**src/rtl/autoconfig_pkg.sv**
```systemverilog
// autoconfig_pkg: register offsets, region limits, walk states and size decode shared by the AutoConfig host
package autoconfig_pkg;

   localparam logic [15:0] OFF_TYPE    = 16'h0000;
   localparam logic [15:0] OFF_SIZE    = 16'h0002;
   localparam logic [15:0] OFF_FLAGS   = 16'h0008;
   localparam logic [15:0] OFF_MFG     = 16'h0010;
   localparam logic [15:0] OFF_BASE_HI = 16'h0048;
   localparam logic [15:0] OFF_BASE_LO = 16'h004A;
   localparam logic [15:0] OFF_SHUT    = 16'h004C;

   localparam logic [7:0] AC_SPACE  = 8'hE8;
   localparam logic [8:0] MEM_START = 9'h020;
   localparam logic [8:0] MEM_END   = 9'h0A0;
   localparam logic [8:0] IO_START  = 9'h0E9;
   localparam logic [8:0] IO_END    = 9'h0F0;

   typedef enum logic [3:0] {
      S_IDLE, S_RD_TYPE, S_RD_SIZE, S_RD_FLAGS,
      S_RD_MFG0, S_RD_MFG1, S_RD_MFG2, S_RD_MFG3,
      S_ALLOC, S_WR_LO, S_WR_HI, S_WR_SHUT, S_NEXT, S_DONE
   } state_t;

   // Board size in 64 KB units; code 0 is the largest (8 MB)
   function automatic logic [8:0] size_decode(input logic [2:0] code);
      return (code == 3'd0) ? 9'd128 : 9'd1 << (code - 3'd1);
   endfunction

endpackage

```
**src/rtl/autoconfig_host_ac_alloc.sv**
```systemverilog
// ac_alloc: aligns a pointer up to the board size and tests whether the board fits below the region end
module ac_alloc (
   input  logic [8:0] i_ptr,
   input  logic [8:0] i_size,
   input  logic [8:0] i_end,
   output logic [7:0] o_base,
   output logic       o_fit,
   output logic [8:0] o_next
);

   logic [9:0] w_base;
   logic [9:0] w_top;

   // Natural alignment, with one spare bit so an overshoot past $FF is still seen as no-fit
   always_comb begin
      w_base = ({1'b0, i_ptr} + {1'b0, i_size} - 10'd1) & ~{1'b0, i_size - 9'd1};
      w_top  = w_base + {1'b0, i_size};
      o_fit  = w_top <= {1'b0, i_end};
      o_base = w_base[7:0];
      o_next = w_top[8:0];
   end

endmodule

```
**src/rtl/autoconfig_host.sv**
```systemverilog
// autoconfig_host: Zorro II AutoConfig chain walker; AUTOCONFIG_HOST_LOG_EN adds a per-board base/size/manufacturer table
module autoconfig_host
   import autoconfig_pkg::*;
#(
   parameter int MAX_BOARDS     = 8,
   parameter int TIMEOUT_CYCLES = 255
) (
   input  logic        CLK,
   input  logic        RST,
   input  logic        start,
   output logic        bus_req,
   output logic        bus_rw,
   output logic [22:0] bus_addr,
   output logic [3:0]  bus_wdata,
   input  logic [3:0]  bus_rdata,
   input  logic        bus_ack,
`ifdef AUTOCONFIG_HOST_LOG_EN
   input  logic [2:0]  log_idx,
   output logic [7:0]  log_base,
   output logic [7:0]  log_size,
   output logic [15:0] log_mfg,
`endif
   output logic        busy,
   output logic        done,
   output logic [3:0]  board_count,
   output logic        overflow
);

   localparam int TW = $clog2(TIMEOUT_CYCLES + 1);

   state_t        r_state;
   logic          r_bus_req;
   logic          r_bus_rw;
   logic [22:0]   r_bus_addr;
   logic [3:0]    r_bus_wdata;
   logic          r_busy;
   logic          r_done;
   logic [3:0]    r_board_count;
   logic          r_overflow;
   logic [TW-1:0] r_tmo;
   logic [2:0]    r_nib0;
   logic          r_mem;
   logic [2:0]    r_code;
   logic          r_no_shut;
   logic [7:0]    r_base;
   logic [8:0]    r_mem_ptr;
   logic [8:0]    r_io_ptr;
`ifdef AUTOCONFIG_HOST_LOG_EN
   logic [15:0]   r_mfg;
   logic [7:0]    r_size;
   logic [7:0]    r_log_base [8];
   logic [7:0]    r_log_size [8];
   logic [15:0]   r_log_mfg  [8];
`endif

   logic [15:0]   w_off;
   logic          w_rd;
   logic [3:0]    w_wdata;
   logic [22:0]   w_addr;
   logic [8:0]    w_size;
   logic [7:0]    w_base;
   logic          w_fit;
   logic [8:0]    w_next;

   // Bus-cycle parameters implied by the state that is about to issue a request
   always_comb begin
      w_off   = r_state == S_RD_SIZE  ? OFF_SIZE :
                r_state == S_RD_FLAGS ? OFF_FLAGS :
                r_state == S_RD_MFG0  ? OFF_MFG :
                r_state == S_RD_MFG1  ? OFF_MFG + 16'd2 :
                r_state == S_RD_MFG2  ? OFF_MFG + 16'd4 :
                r_state == S_RD_MFG3  ? OFF_MFG + 16'd6 :
                r_state == S_WR_LO    ? OFF_BASE_LO :
                r_state == S_WR_HI    ? OFF_BASE_HI :
                r_state == S_WR_SHUT  ? OFF_SHUT : OFF_TYPE;
      w_rd    = !(r_state inside {S_WR_LO, S_WR_HI, S_WR_SHUT});
      w_wdata = r_state == S_WR_LO ? r_base[3:0] : r_state == S_WR_HI ? r_base[7:4] : 4'h0;
      w_addr  = {AC_SPACE, 15'(w_off >> 1)};
      w_size  = size_decode(r_code);
   end

   ac_alloc u_alloc (
      .i_ptr  (r_mem ? r_mem_ptr : r_io_ptr),
      .i_size (w_size),
      .i_end  (r_mem ? MEM_END : IO_END),
      .o_base (w_base),
      .o_fit  (w_fit),
      .o_next (w_next)
   );

   // Chain-walk sequencer: issues one nibble cycle per bus state, decodes the board and places it
   always_ff @(posedge CLK or posedge RST) begin
      if (RST) begin
         r_state       <= S_IDLE;
         r_bus_req     <= 1'b0;
         r_bus_rw      <= 1'b1;
         r_bus_addr    <= '0;
         r_bus_wdata   <= '0;
         r_busy        <= 1'b0;
         r_done        <= 1'b0;
         r_board_count <= '0;
         r_overflow    <= 1'b0;
         r_tmo         <= '0;
         r_nib0        <= '0;
         r_mem         <= 1'b0;
         r_code        <= '0;
         r_no_shut     <= 1'b0;
         r_base        <= '0;
         r_mem_ptr     <= MEM_START;
         r_io_ptr      <= IO_START;
`ifdef AUTOCONFIG_HOST_LOG_EN
         r_mfg         <= '0;
         r_size        <= '0;
         for (int i = 0; i < 8; i++) begin
            r_log_base[i] <= '0;
            r_log_size[i] <= '0;
            r_log_mfg[i]  <= '0;
         end
`endif
      end else begin
         case (r_state)
            S_IDLE, S_DONE: begin
               if (start) begin
                  r_state       <= S_RD_TYPE;
                  r_busy        <= 1'b1;
                  r_done        <= 1'b0;
                  r_board_count <= '0;
                  r_overflow    <= 1'b0;
                  r_mem_ptr     <= MEM_START;
                  r_io_ptr      <= IO_START;
                  r_bus_req     <= 1'b1;
                  r_bus_rw      <= w_rd;
                  r_bus_addr    <= w_addr;
                  r_bus_wdata   <= w_wdata;
                  r_tmo         <= '0;
`ifdef AUTOCONFIG_HOST_LOG_EN
                  for (int i = 0; i < 8; i++) begin
                     r_log_base[i] <= '0;
                     r_log_size[i] <= '0;
                     r_log_mfg[i]  <= '0;
                  end
`endif
               end
            end
            S_ALLOC: begin
               if (w_fit) begin
                  r_base  <= w_base;
                  r_state <= S_WR_LO;
                  if (r_mem) r_mem_ptr <= w_next;
                  else r_io_ptr <= w_next;
`ifdef AUTOCONFIG_HOST_LOG_EN
                  r_size  <= w_size[7:0];
`endif
               end else begin
                  r_overflow <= 1'b1;
                  if (r_no_shut) begin
                     r_state <= S_DONE;
                     r_busy  <= 1'b0;
                     r_done  <= 1'b1;
                  end else r_state <= S_WR_SHUT;
               end
            end
            S_NEXT: begin
               if (r_board_count == 4'(MAX_BOARDS)) begin
                  r_state <= S_DONE;
                  r_busy  <= 1'b0;
                  r_done  <= 1'b1;
               end else r_state <= S_RD_TYPE;
            end
            default: begin
               if (!r_bus_req) begin
                  r_bus_req   <= 1'b1;
                  r_bus_rw    <= w_rd;
                  r_bus_addr  <= w_addr;
                  r_bus_wdata <= w_wdata;
                  r_tmo       <= '0;
               end else if (bus_ack) begin
                  r_bus_req <= 1'b0;
                  case (r_state)
                     S_RD_TYPE: begin
                        r_nib0  <= bus_rdata[3:1];
                        r_state <= S_RD_SIZE;
                     end
                     S_RD_SIZE: begin
                        r_mem  <= r_nib0[0];
                        r_code <= bus_rdata[2:0];
                        if (r_nib0[2:1] != 2'b11) begin
                           r_state <= S_DONE;
                           r_busy  <= 1'b0;
                           r_done  <= 1'b1;
                        end else r_state <= S_RD_FLAGS;
                     end
                     S_RD_FLAGS: begin
                        r_no_shut <= ~bus_rdata[2];
`ifdef AUTOCONFIG_HOST_LOG_EN
                        r_state   <= S_RD_MFG0;
`else
                        r_state   <= S_ALLOC;
`endif
                     end
`ifdef AUTOCONFIG_HOST_LOG_EN
                     S_RD_MFG0: begin
                        r_mfg   <= {r_mfg[11:0], ~bus_rdata};
                        r_state <= S_RD_MFG1;
                     end
                     S_RD_MFG1: begin
                        r_mfg   <= {r_mfg[11:0], ~bus_rdata};
                        r_state <= S_RD_MFG2;
                     end
                     S_RD_MFG2: begin
                        r_mfg   <= {r_mfg[11:0], ~bus_rdata};
                        r_state <= S_RD_MFG3;
                     end
                     S_RD_MFG3: begin
                        r_mfg   <= {r_mfg[11:0], ~bus_rdata};
                        r_state <= S_ALLOC;
                     end
`endif
                     S_WR_LO: r_state <= S_WR_HI;
                     S_WR_HI: begin
                        r_board_count <= r_board_count + 4'd1;
                        r_state       <= S_NEXT;
`ifdef AUTOCONFIG_HOST_LOG_EN
                        if (!r_board_count[3]) begin
                           r_log_base[r_board_count[2:0]] <= r_base;
                           r_log_size[r_board_count[2:0]] <= r_size;
                           r_log_mfg[r_board_count[2:0]]  <= r_mfg;
                        end
`endif
                     end
                     S_WR_SHUT: r_state <= S_NEXT;
                     default: r_state <= S_DONE;
                  endcase
               end else if (r_tmo == TW'(TIMEOUT_CYCLES - 1)) begin
                  r_bus_req <= 1'b0;
                  r_state   <= S_DONE;
                  r_busy    <= 1'b0;
                  r_done    <= 1'b1;
               end else r_tmo <= r_tmo + 1'b1;
            end
         endcase
      end
   end

   assign bus_req     = r_bus_req;
   assign bus_rw      = r_bus_rw;
   assign bus_addr    = r_bus_addr;
   assign bus_wdata   = r_bus_wdata;
   assign busy        = r_busy;
   assign done        = r_done;
   assign board_count = r_board_count;
   assign overflow    = r_overflow;
`ifdef AUTOCONFIG_HOST_LOG_EN
   assign log_base    = r_log_base[log_idx];
   assign log_size    = r_log_size[log_idx];
   assign log_mfg     = r_log_mfg[log_idx];
`endif

endmodule

```
**config.mk**
```make
export PLATFORM = sky130hd
export DESIGN_NAME = autoconfig_host
export DESIGN_NICKNAME = d
export VERILOG_FILES = /design/src/rtl/autoconfig_pkg.sv /design/src/rtl/autoconfig_host_ac_alloc.sv /design/src/rtl/autoconfig_host.sv
export SDC_FILE = /design/constraint.sdc
export NUM_CORES = 1
export LEC_CHECK = 0
export ABC_AREA = 1
export BUFFER_PORTS_ARGS = -buffer_cell sky130_fd_sc_hd__buf_2
export CORE_MARGIN = 3
export CORE_UTILIZATION = 30
export DETAILED_ROUTE_END_ITERATION = 16
export PLACE_DENSITY = 0.53
export SLEW_MARGIN = 5
export SYNTH_ARGS = -nofsm -noshare
export SYNTH_HDL_FRONTEND = slang
export SYNTH_SLANG_ARGS = --single-unit
```
**constraint.sdc**
```tcl
create_clock -name CLK -period 6.7 [get_ports CLK]
set_input_delay 1.005 -clock CLK [delete_from_list [all_inputs] [get_ports CLK]]
set_output_delay 1.005 -clock CLK [all_outputs]
set_load 0.02 [all_outputs]
```
==> results.py, run 1 <==
metrics = {
    "timing": {
        "final.setup.tns_ns": 0,
        "layout_min_cycle_time_ns": 5.46,
        "setup_viol": 0,
        "period_share": 0.815,
        "max_slew_margin": 0.455,
        "rsz0062_at_grt": "no",
        "max_slew.worst_pin.slew_ns": 0.818,
        "clock_skew_ns": 0.00621,
        "finalMaxSlewViolations": 0,
        "final-hold-violation-count": 0,
        "fmaxAchievable_ghz": 0.183,
    },
    "outcome": {
        "status": "complete, no violations",
    },
    "worst_hold_path": {
        "holdPathEnd": "bus_rw",
        "hold_depth": 2,
        "min_from": "bus_rw",
        "holdCritPathClass": "register to register",
    },
    "worst_setup_path": {
        "endpoint_kind": "register",
        "path_class": "register to register",
        "r2r.worst_path.cells": 29,
        "path_common_cell": "ha_1",
        "worstPathArrival_ns": 5.68,
        "cp_slowest_cell": "dfrtp_1",
        "cp.required_ns": 6.92,
        "rr_endpoint": "r_io_ptr[2]",
        "cp_slowest_stage_delay_ns": 0.56,
        "cp-start-kind": "register",
        "crit_fanout": 12,
        "worst-r2r-setup-slack_ns": 1.24,
        "r2r-start": "r_code[1]",
    },
    "logic_synthesis": {
        "synth_seq_cells": 65,
        "ys.flop_type": "dfrtp_1",
        "ys_warn_count": 0,
        "syn-cell-area_um2": 4610,
        "async_flop_share": 1.00,
        "synth_top_area_cell": "dfrtp_1",
        "ys_types": 47,
        "synth_cells": 629,
        "synth_edf_count": 0,
        "syn_avg_cell_area_um2": 7.33,
        "synth_area_leaders": "dfrtp_1 31%, nand2_1 14%, ha_1 7.9%, inv_1 6.4%, dfstp_2 4.0%",
        "synth-seq-area-share": 0.355,
        "yosysTopAreaCellShare": 0.315,
    },
    "floorplan": {
        "initial_core_util": 0.311,
        "ios": 44,
        "die_h_um": 130,
        "die_area_um2": 16900,
        "core_um2": 14800,
        "num_rows": 44,
        "die-width_um": 130,
    },
    "global_route": {
        "grt_usage": 0.142,
        "grt_max_degree": 66,
        "grt_remaining_overflow": 0,
        "grt_pass1_wl_um": 19200,
        "grt_pass1_vias": 4034,
        "antenna_found_initial": 0,
    },
    "placement": {
        "place_congestion": 0.883,
        "io_buffers": 29,
        "dpl.hpwl_um": 8650,
    },
    "routing": {
        "drtPass1Iterations": 4,
        "num_vias": 4002,
        "drc": 0,
        "viasPerCell": 4.74,
        "wirelength_um": 11100,
        "drtIter0Drc": 312,
        "ant_nets": 0,
        "wire_per_inst_um": 13.2,
    },
    "cts": {
        "numCtsBuffers": 9,
        "htreeDepth": 3,
        "root_buffer": "clkbuf_16",
        "cts.sinks": 65,
        "cts.repair.resized": 0,
        "cts_setup_buffers": 0,
        "postCtsHoldBufs": 0,
        "clkLatencyLatePin_ns": 0.34,
        "cts_tree": "yes",
        "clk_pin_slew_ns": 0.05,
        "cts.path.max_buffers": 2,
    },
    "run": {
        "drv_cap": 0,
    },
    "cells_and_area": {
        "antenna_cells": 0,
        "layout-drive-gt1-share": 0.152,
        "final_common_cell": "nand2_1",
        "layout_common_cells": "176 x nand2_1, 78 x inv_1, 58 x dfrtp_1, 46 x nor2_1, 33 x nand3_1",
        "area_growth_pct": 11.2,
        "nets": 693,
    },
}
## final cells by class
| type | count | area (um2) |
|---|---|---|
| fill | 1565 | 9680 |
| tap | 184 | 230 |
| clock inverter | 2 | 12.5 |
| inverter | 94 | 355 |
| sequential | 65 | 1640 |
| clock buffer | 14 | 264 |
| timing repair buffer | 30 | 153 |
| multi-input combinational | 455 | 2480 |
## metrics by stage
stage	hold slack (ns)	util	area, um2	std cells	worst slack, ns
finish	0.458	0.346	5130	844	1.24
floorplan	0.435	-	4660	642	2.10
detailed placement	0.452	0.328	4850	828	1.30
CTS	0.461	0.346	5130	844	1.30
global placement	0.449	0.328	4850	828	1.44
global route	0.485	0.346	5130	844	0.704
## worst max path at each step
| stage | startpoint | to | depth (start not counted) |
|---|---|---|---|
| after floorplan | r_code[0] | r_base[7] | 30 |
| after global placement | r_code[1] | r_io_ptr[2] | 29 |
| after detailed placement | r_code[1] | r_mem_ptr[0] | 29 |
| after CTS | r_code[1] | r_io_ptr[2] | 29 |
| after global routing | r_code[1] | r_mem_ptr[2] | 31 |
| final | r_code[1] | r_io_ptr[2] | 29 |
## sequential cells by signal (all words and copies together), names as in the netlist
name and cells:
r_mem_ptr 9, r_mem 1, bus_addr 6, overflow 1
r_state 4, bus_wdata 4, r_code 3, r_nib0 3
board_count 4, busy 1, bus_rw 1, done 1
r_io_ptr 9, r_base 8, r_no_shut 1, bus_req 1
r_tmo 8
## metal layers
layer	up-vias	global-route usage	wire length, um
li1	2054	-	-
met1	1860	0.183	5190
met2	68	0.237	5180
met3	20	0.0340	511
met4	0	0.0465	265
met5	-	0	0
## cell families (layout without fill, tap and decap cells)
| kind of cell | Yosys count | in the layout | synth area share |
|---|---|---|---|
| buffers and inverters | 122 | 140 | 0.119 |
| xor gates and xnor gates | 7 | 7 | 0.0133 |
| and+or+nand+nor | 327 | 327 | 0.327 |
| adders and majority gates | 30 | 30 | 0.0830 |
| DFF | 65 | 65 | 0.355 |
| muxes | 8 | 8 | 0.0176 |
| other | 1 | 14 | 0.000813 |
| AOI/OAI and AO/OA | 69 | 69 | 0.0849 |
## critical path: cells and delay by family, from the launching register on
family / cells / cell delay, ns
flip-flops: 1 / 0.56
XOR/XNOR: 1 / 0.15
AND/OR/NAND/NOR: 14 / 1.71
AO/OA/AOI/OAI: 4 / 0.71
buffers and inverters: 4 / 0.27
adder cells (fa/ha/maj): 6 / 1.96
## cell usage after synthesis, drive strengths merged, types with 2 or more instances
library cell / number
xnor2: 3
clkbuf: 3
nand2: 182
dfrtp: 58
ha: 29
inv: 94
a31oi: 10
nand3b: 3
xor2: 4
nor3: 13
nand3: 42
a21oi: 21
buf: 25
mux2i: 7
o21ai: 31
nor4: 2
nand4: 26
nor2: 56
dfstp: 7
Power of run 1 is not shown: default switching activity piles up to over one toggle a cycle in this logic, so the estimate is an artifact.
==> run 2, diff against run 1 <==
--- a/config.mk
+++ b/config.mk
@@ -5,12 +5,12 @@
 export SDC_FILE = /design/constraint.sdc
 export NUM_CORES = 1
 export LEC_CHECK = 0
-export ABC_AREA = 1
+export ABC_AREA = 0
 export BUFFER_PORTS_ARGS = -buffer_cell sky130_fd_sc_hd__buf_2
 export CORE_MARGIN = 3
 export CORE_UTILIZATION = 30
 export DETAILED_ROUTE_END_ITERATION = 16
-export PLACE_DENSITY = 0.53
+export PLACE_DENSITY = 0.55
 export SLEW_MARGIN = 5
 export SYNTH_ARGS = -nofsm -noshare
 export SYNTH_HDL_FRONTEND = slang
==> constraint.sdc (replaced) <==
create_clock -name CLK -period 4.7 [get_ports CLK]
set_input_delay 0.705 -clock CLK [delete_from_list [all_inputs] [get_ports CLK]]
set_output_delay 0.705 -clock CLK [all_outputs]
set_load 0.02 [all_outputs]
==> run 2 against run 1 <==
The run now ends with setup timing left. Synthesized area up 0.54%. Final area up 16%. Critical path type unchanged. Fmax up 11%. Sequential share of layout area down 4.3 points. Critical path depth down 2. Synthesized cell count down 17%. Register-to-register slack worse by 1.4 ns. Count of clock-buffer cells in the layout down 5. Critical endpoint is now r_mem_ptr[4]. Non-clock buffer count up 69.
==> results.py, run 2 <==
metrics = {
    "outcome": {
        "status": "complete, but fails checks",
        "violations": "setup timing",
    },
    "worst_setup_path": {
        "crit_family": "adder cells",
        "cp_slowest_stage_delay_ns": 0.41,
        "cp.required_ns": 4.94,
        "worstPathArrival_ns": 5.15,
        "endpoint_kind": "register",
        "crit_fanout": 5,
        "path_class": "register to register",
        "path_common_cell": "ha_4",
        "path_buf_inv": 5,
        "cp_slowest_cell": "dfrtp_1",
        "cp-start-kind": "register",
    },
    "worst_hold_path": {
        "holdCritPathClass": "primary input to async pin",
    },
    "routing": {
        "ant_nets": 0,
        "drtIter0Drc": 310,
        "drc": 0,
        "viasPerCell": 5.07,
        "wire_per_inst_um": 15.1,
        "wirelength_um": 12100,
        "drtPass1Iterations": 4,
        "num_vias": 4059,
    },
    "logic_synthesis": {
        "synth_edf_count": 0,
        "synth_top_area_cell": "dfrtp_1",
        "ys_types": 68,
        "yosysTopAreaCellShare": 0.313,
        "syn_avg_cell_area_um2": 8.85,
        "ys_warn_count": 0,
        "synth_cells": 524,
        "syn-cell-area_um2": 4640,
        "synth_seq_cells": 65,
        "synth_area_leaders": "dfrtp_1 31%, ha_1 7.8%, nand2_1 4.7%, mux2i_1 4.5%, dfstp_2 4.0%",
        "async_flop_share": 1.00,
        "ys.flop_type": "dfrtp_1",
        "synth-seq-area-share": 0.353,
        "yosys-top-cells-count": "58 x dfrtp_1, 58 x nand2_1, 46 x nor2_1",
    },
    "cts": {
        "cts.path.max_buffers": 2,
        "numCtsBuffers": 9,
        "root_buffer": "clkbuf_16",
        "cts.sinks": 65,
        "htreeDepth": 3,
        "clkLatencyLatePin_ns": 0.33,
        "cts_tree": "yes",
        "postCtsHoldBufs": 0,
        "clk_pin_slew_ns": 0.06,
    },
    "run": {
        "drv_cap": 0,
    },
    "timing": {
        "final.setup.tns_ns": -3.31,
        "fmaxAchievable_ghz": 0.204,
        "rsz0062_at_grt": "yes",
        "period_share": 1.04,
        "max_slew.worst_pin.slew_ns": 0.955,
        "finalMaxSlewViolations": 0,
        "max_slew_margin": 0.359,
        "final-hold-violation-count": 0,
        "setup_viol": 25,
        "layout_min_cycle_time_ns": 4.91,
        "clock_skew_ns": 0.0118,
        "worst_slack_ns": -0.209,
    },
    "cells_and_area": {
        "area_growth_pct": 27.8,
        "layout-drive-gt1-share": 0.304,
        "layout_common_cells": "63 x buf_4, 58 x dfrtp_1, 55 x nand2_1, 42 x nor2_1, 35 x inv_1",
        "nets": 649,
        "final_common_cell": "buf_4",
        "postLayoutCellArea_um2": 5930,
        "num-fill-cells": 1459,
        "final_core_util": 0.400,
        "antenna_cells": 0,
        "top_regs": "r_io_ptr (9), r_mem_ptr (9)",
    },
    "floorplan": {
        "die-width_um": 130,
        "ios": 44,
        "die_h_um": 130,
        "core_um2": 14800,
        "num_rows": 44,
        "initial_core_util": 0.313,
        "die_area_um2": 17000,
    },
    "placement": {
        "place_congestion": 0.831,
        "io_buffers": 29,
        "placed_area_um2": 5330,
        "dpl.hpwl_um": 9150,
    },
    "global_route": {
        "grt_pass1_wl_um": 19700,
        "antenna_found_initial": 0,
        "grt_remaining_overflow": 0,
        "grt_pass1_vias": 3937,
        "grt_max_degree": 46,
        "grt_usage": 0.144,
    },
}
-- run 2: worst paths after layout --
path                              from            to  slack [ns]  depth (start not counted)
max                          r_code[0]  r_mem_ptr[4]       -0.21                         27
min                                RST    r_state[3]        0.38                          2
max reg2reg                  r_code[0]  r_mem_ptr[4]       -0.21                         27
min reg2reg                bus_addr[5]   bus_addr[5]        0.47                          2
max in group asynchronous          RST   r_io_ptr[7]        3.38                          3
min in group CLK           bus_addr[5]   bus_addr[5]        0.47                          2
-- run 2: cell type report --
cell class	count	area (um2)	area share
well taps	184	230	0.0389
clock inverters	7	76.3	0.0129
clock buffers	9	225	0.0380
flip-flops and latches	65	1640	0.276
repair buffers	99	709	0.120
multi-input cells	396	2900	0.489
inverters	40	150	0.0253
-- run 2: repair_timing --
action,in CTS,in global routing
cloned,1,0
resized for setup,12,33
setup buffers,6,8
setup endpoints to repair,31,31
pin swaps,11,13
-- run 2: logic make-up (layout without fill, tap and decap cells) --
logic type / after synthesis / in the layout / synth area share
AOI/OAI and AO/OA: 119 / 119 / 0.182
xor gates and xnor gates: 22 / 22 / 0.0416
adders and majority gates: 30 / 30 / 0.0826
buffers and inverters: 76 / 155 / 0.0788
DFF: 65 / 65 / 0.353
muxes: 35 / 35 / 0.0793
other: 1 / 14 / 0.000809
and+or+nand+nor: 176 / 176 / 0.183
-- run 2: per-layer routing --
layer | GRT usage | routed length [um] | vias to the layer above
met2 | 0.232 | 5720 | 88
met3 | 0.0262 | 546 | 12
li1 | - | - | 1995
met4 | 0.0367 | 170 | 0
met1 | 0.199 | 5660 | 1964
met5 | 0 | 0 | -
-- run 2: metrics by stage --
step                setup slack (ns)  hold slack, ns  std cells
global route                  -0.481           0.411        800
global placement              -0.129           0.459        770
finish                        -0.209           0.382        800
floorplan                     -0.405           0.446        537
CTS                           -0.243           0.395        793
detailed placement            -0.270           0.465        770
Power of run 2 is left out for the same reason.
